==> src/rtl/prog_timer.sv <==
// prog_timer: programmable interval timer.
// A prescaler divides the clock by (prescale+1) while enabled; each prescaler
// wrap is a tick that advances a main up-counter from 0 to final_value.
// Reaching final_value on a tick is the terminal tick: the counter returns
// to 0, done pulses for one cycle and the sticky irq flag sets. One-shot mode
// drops back to IDLE on the terminal tick; periodic mode keeps running.
// mode, prescale and final_value are sampled only in an accepted start cycle.
module prog_timer #(
    parameter int BITS     = 16,
    parameter int PRE_BITS = 8
) (
    input  logic                clk,
    input  logic                reset_n,
    input  logic                start,
    input  logic                stop,
    input  logic                enable,
    input  logic                mode,
    input  logic [PRE_BITS-1:0] prescale,
    input  logic [BITS-1:0]     final_value,
    input  logic                irq_clr,
    output logic [BITS-1:0]     count,
    output logic                running,
    output logic                done,
    output logic                irq
);

    // Controller states
    localparam logic [0:0] ST_IDLE = 1'b0;
    localparam logic [0:0] ST_RUN  = 1'b1;

    // Increment constants sized to each counter
    localparam logic [BITS-1:0]     CNT_ONE  = {{(BITS-1){1'b0}}, 1'b1};
    localparam logic [PRE_BITS-1:0] PRE_ONE  = {{(PRE_BITS-1){1'b0}}, 1'b1};
    localparam logic [BITS-1:0]     CNT_ZERO = {BITS{1'b0}};
    localparam logic [PRE_BITS-1:0] PRE_ZERO = {PRE_BITS{1'b0}};

    // Registers
    logic [0:0]          state_r;
    logic                running_r;
    logic [PRE_BITS-1:0] pre_cnt_r;
    logic [BITS-1:0]     count_r;
    logic                mode_lat_r;
    logic [PRE_BITS-1:0] prescale_lat_r;
    logic [BITS-1:0]     final_lat_r;
    logic                done_r;
    logic                irq_r;

    // Combinational control
    logic                start_acc_s;   // start accepted (stop has priority)
    logic                advance_s;     // prescaler advances this cycle
    logic                pre_wrap_s;    // prescaler at its latched limit
    logic                tick_s;        // main counter tick
    logic                terminal_s;    // tick with count at final value
    logic [0:0]          state_next_s;
    logic [PRE_BITS-1:0] pre_cnt_next_s;
    logic [BITS-1:0]     count_next_s;

    // Decode start/stop priority, tick and terminal tick
    always_comb begin
        start_acc_s = start & ~stop;
        // The start cycle itself only clears counters; it never ticks.
        advance_s   = (state_r == ST_RUN) & enable & ~stop & ~start;
        pre_wrap_s  = (pre_cnt_r == prescale_lat_r);
        tick_s      = advance_s & pre_wrap_s;
        terminal_s  = tick_s & (count_r == final_lat_r);
    end

    // Next-state logic of the IDLE/RUN controller
    always_comb begin
        state_next_s = state_r;
        case (state_r)
            ST_IDLE: begin
                if (start_acc_s) begin
                    state_next_s = ST_RUN;
                end else begin
                    state_next_s = ST_IDLE;
                end
            end
            ST_RUN: begin
                if (stop) begin
                    state_next_s = ST_IDLE;
                end else if (start_acc_s) begin
                    state_next_s = ST_RUN;
                end else if (terminal_s && !mode_lat_r) begin
                    state_next_s = ST_IDLE;
                end else begin
                    state_next_s = ST_RUN;
                end
            end
            default: begin
                state_next_s = ST_IDLE;
            end
        endcase
    end

    // Next value of the prescaler: clear on start, wrap on tick, hold otherwise
    always_comb begin
        pre_cnt_next_s = pre_cnt_r;
        if (start_acc_s) begin
            pre_cnt_next_s = PRE_ZERO;
        end else if (advance_s) begin
            if (pre_wrap_s) begin
                pre_cnt_next_s = PRE_ZERO;
            end else begin
                pre_cnt_next_s = pre_cnt_r + PRE_ONE;
            end
        end else begin
            pre_cnt_next_s = pre_cnt_r;
        end
    end

    // Next value of the main counter; it never passes final, so no wrap
    always_comb begin
        count_next_s = count_r;
        if (start_acc_s) begin
            count_next_s = CNT_ZERO;
        end else if (terminal_s) begin
            count_next_s = CNT_ZERO;
        end else if (tick_s) begin
            count_next_s = count_r + CNT_ONE;
        end else begin
            count_next_s = count_r;
        end
    end

    // Controller state and the registered running flag
    always_ff @(posedge clk or negedge reset_n) begin
        if (!reset_n) begin
            state_r   <= ST_IDLE;
            running_r <= 1'b0;
        end else begin
            state_r   <= state_next_s;
            running_r <= (state_next_s == ST_RUN);
        end
    end

    // Prescaler and main counter
    always_ff @(posedge clk or negedge reset_n) begin
        if (!reset_n) begin
            pre_cnt_r <= PRE_ZERO;
            count_r   <= CNT_ZERO;
        end else begin
            pre_cnt_r <= pre_cnt_next_s;
            count_r   <= count_next_s;
        end
    end

    // Configuration captured only in an accepted start cycle
    always_ff @(posedge clk or negedge reset_n) begin
        if (!reset_n) begin
            mode_lat_r     <= 1'b0;
            prescale_lat_r <= PRE_ZERO;
            final_lat_r    <= CNT_ZERO;
        end else if (start_acc_s) begin
            mode_lat_r     <= mode;
            prescale_lat_r <= prescale;
            final_lat_r    <= final_value;
        end
    end

    // One-cycle done pulse and sticky irq; setting wins over a same-cycle clear
    always_ff @(posedge clk or negedge reset_n) begin
        if (!reset_n) begin
            done_r <= 1'b0;
            irq_r  <= 1'b0;
        end else begin
            done_r <= terminal_s;
            if (terminal_s) begin
                irq_r <= 1'b1;
            end else if (irq_clr) begin
                irq_r <= 1'b0;
            end
        end
    end

    assign count   = count_r;
    assign running = running_r;
    assign done    = done_r;
    assign irq     = irq_r;

endmodule
==> config.mk <==
export PLATFORM = sky130hd
export DESIGN_NAME = prog_timer
export DESIGN_NICKNAME = d
export VERILOG_FILES = /design/src/rtl/prog_timer.sv
export SDC_FILE = /design/constraint.sdc
export NUM_CORES = 1
export LEC_CHECK = 0
export CAP_MARGIN = 20
export CORE_AREA = 2 2 75 77
export DETAILED_ROUTE_END_ITERATION = 7
export DIE_AREA = 0 0 77 79
export PLACE_DENSITY = 0.78
export SKIP_CTS_REPAIR_TIMING = 1
export SLEW_MARGIN = 0
export SYNTH_ARGS = -nofsm -noshare
export SYNTH_HDL_FRONTEND = slang
export SYNTH_SLANG_ARGS = --single-unit
==> constraint.sdc <==
create_clock -name clk -period 2.3 [get_ports clk]
set_input_delay 0.23 -clock clk [delete_from_list [all_inputs] [get_ports clk]]
set_output_delay 0.23 -clock clk [all_outputs]
set_load 0.01 [all_outputs]
==> impl_metrics.json, run 1 <==
{
  "numCtsBuffers": 5,
  "gr-usage-met1_pct": 29.2,
  "num_vias": 2244,
  "postRouteAntennaNets": 0,
  "dpl.cell_count": 414,
  "synthMuxAreaShare_pct": 0,
  "cts_tree": "done",
  "instances_no_fill": 423,
  "hold_path.class": "in -> async",
  "dieArea_mm2": 0.00608,
  "num_antenna_cells": 0,
  "overflow": 0,
  "cts_root_buffer": "clkbuf_8",
  "cts_buffer_depth": 2,
  "path_clk_slew_ps": 100,
  "syn_nets": 325,
  "maxCapViolations": 0,
  "synth_fa_ha_area_share_pct": 0.949,
  "worstPathCellList": "xor2_1 -> nor4_2 -> buf_4 -> nand2_2 -> or4_1 -> a21oi_1",
  "finClkSkew_ps": 9.44,
  "synth-simple-area-share_pct": 27.8,
  "crit_required_ps": 2530,
  "grt_pass1_vias": 2219,
  "fin_tns_setup_ps": 0,
  "startpoint_type": "flip-flop",
  "path_max_fanout": 9,
  "nets": 383,
  "routed_wl_mm": 6.09,
  "crit_type": "reg -> reg",
  "hpwl_mm": 4.55,
  "status": "finished clean",
  "ys_ff_latch": 52,
  "rsz0062_at_grt": "no",
  "period_minus_slack_ps": 2110,
  "die_w_um": 77,
  "worstSkewPairLatency_ps": 310,
  "final_cell_mix": "91 x nand2_1, 52 x dfrtp_1, 48 x clkdlybuf4s50_1, 29 x xor2_1, 12 x buf_4",
  "drv_slew": 0,
  "cp_top_family": "simple AND/OR/NAND/NOR gates",
  "die_y_um": 79,
  "h-tree-depth": 2,
  "layout_commonest_cell": "nand2_1",
  "first_iter_violations": 139,
  "syn_inst": 292,
  "finalHoldViolCount": 0,
  "cpPeakStageDelay_ps": 540,
  "routedWlPerCell_um": 14.4,
  "ir_drop_mv": 0.337,
  "finalSetupViolations": 0,
  "syn_area_per_cell_um2": 9.03,
  "track_usage_pct": 21.9,
  "worstMarginPinSlew_ps": 465,
  "core.rowCount": 27,
  "crit_path_end_kind": "flip-flop",
  "synth_area_mm2": 0.00264,
  "grt.met3_usage_pct": 5.11,
  "crit_arrival_ps": 2340,
  "finalCritPeriodShare_pct": 91.9,
  "cp_slowest_cell": "or4_1",
  "drt_pre_antenna_iters": 4,
  "gp_congestion": 0.870,
  "ys_seq_area_share_pct": 49.3,
  "synth_cell_types": 40,
  "core-area_mm2": 0.00534,
  "grt_first_pass_wirelength_mm": 10.5,
  "synth_compound_area_share_pct": 9.06,
  "busiest_layer": "met2",
  "drive_gt1_share_pct": 8.26,
  "clkSinkCount": 52,
  "io_buffers": 49,
  "leakage_nw": 1.57,
  "yosys_warnings": 0,
  "gr-usage-met2_pct": 34.6,
  "synth-xor-area-share_pct": 10.6,
  "antenna_found_initial": 0,
  "synth_top_family_by_area": "simple AND/OR/NAND/NOR gates",
  "area_growth_pct": 28.3,
  "start_util_pct": 49.4,
  "cp_num_buf_inv": 1,
  "grt_max_degree": 23,
  "drc": 0,
  "relSlewSlack_pct": 69.0,
  "pwr_density_cell_mw_per_mm2": 562,
  "ios": 50,
  "max_freq_mhz": 473,
  "vias_per_cell": 5.30
}
==> synth_stat cells, drive strengths merged <==
library cell | n | share of area (%)
a21oi | 11 | 2.2
a31oi | 8 | 1.9
a32o | 2 | 0.76
and3 | 5 | 1.2
and4 | 1 | 0.33
buf | 3 | 0.52
clkbuf | 8 | 1.1
dfrtp | 52 | 49
ha | 2 | 0.95
inv | 4 | 0.57
nand2 | 92 | 13
nand2b | 4 | 1.2
nand3 | 9 | 1.7
nand3b | 2 | 0.57
nand4 | 6 | 1.4
nand4bb | 1 | 0.43
nor2 | 9 | 1.3
nor2b | 2 | 0.47
nor3 | 4 | 0.76
nor3b | 1 | 0.28
nor4 | 6 | 1.9
o21ai | 11 | 2.1
o22ai | 1 | 0.24
o2bb2ai | 1 | 0.33
o31ai | 3 | 0.85
o32ai | 2 | 0.66
or3 | 7 | 1.7
or4 | 3 | 1.0
or4b | 1 | 0.38
xnor2 | 1 | 0.33
xor2 | 30 | 10
==> sequential cells by signal, summed over array words and instances, names as in the netlist <==
signal          cells
pre_cnt_r           8
count              16
final_lat_r        16
mode_lat_r          1
running             1
prescale_lat_r      8
irq                 1
done                1
==> path summary, 6_finish.rpt <==
kind                                           to              start  slack (ps)  cells past startpoint
worst max register to register          count[10]       pre_cnt_r[4]         190                      6
min in group clk                   final_lat_r[2]     final_value[2]         440                      3
worst min register to register  prescale_lat_r[5]  prescale_lat_r[5]         500                      2
worst max-delay path                    count[10]       pre_cnt_r[4]         190                      6
worst min-delay path               final_lat_r[5]            reset_n         410                      2
max in group asynchronous               count[14]            reset_n        1280                      3
==> cell type report <==
cell class | count | area, µm²
Fill cell | 465 | 1950
Sequential cell | 52 | 1300
Multi-Input combinational cell | 225 | 1280
Clock inverter | 2 | 38.8
Inverter | 4 | 15.0
Tap cell | 72 | 90.1
Clock buffer | 6 | 72.6
Timing Repair Buffer | 62 | 586
==> worst register-to-register path, cell delays in order (launching register included) <==
cell and delay (ps):
dfrtp_1 450, xor2_1 190, nor4_2 350, buf_4 210, nand2_2 120, or4_1 540, a21oi_1 180
==> power breakdown <==
part	switching (mW)	total, mW	internal, mW
logic	0.127	0.251	0.124
registers	0.0471	1.02	0.973
clock network	0.300	0.629	0.329
==> layer usage <==
| layer | wire length [µm] | vias to the layer above |
|---|---|---|
| met1 | 2730 | 1057 |
| met5 | 0 | - |
| met2 | 2860 | 67 |
| li1 | - | 1109 |
| met4 | 136 | 0 |
| met3 | 352 | 11 |
==> per-stage QoR <==
| step | power [mW] | setup WS, ps | utilization, % | cell area (µm²) | hold slack (ps) |
|---|---|---|---|---|---|
| 2_1_floorplan | 1.16 | 264 | - | 2640 | -65.6 |
| 6_report | 1.90 | 187 | 63.4 | 3380 | 406 |
| 5_1_grt | 2.00 | 44.5 | 63.4 | 3380 | 431 |
| 4_1_cts | 1.92 | 191 | 63.2 | 3370 | -132 |
| 3_3_place_gp | 1.28 | 146 | 61.1 | 3260 | 202 |
| 3_5_place_dp | 1.29 | 94.5 | 61.1 | 3260 | 209 |
==> kinds of logic after synthesis <==
logic type	count (synthesis)
AOI/OAI and AO/OA	39
xor gates and xnor gates	31
adders and majority gates	2
buffers and inverters	15
DFF	52
and+or+nand+nor	153
(Power assumes the default switching activity.)
==> run 2, diff against run 1 <==
CAP_MARGIN = default   (was 20)
==> results of run 2 <==
The final DEF is identical to that of run 1; final timing and power are the same.
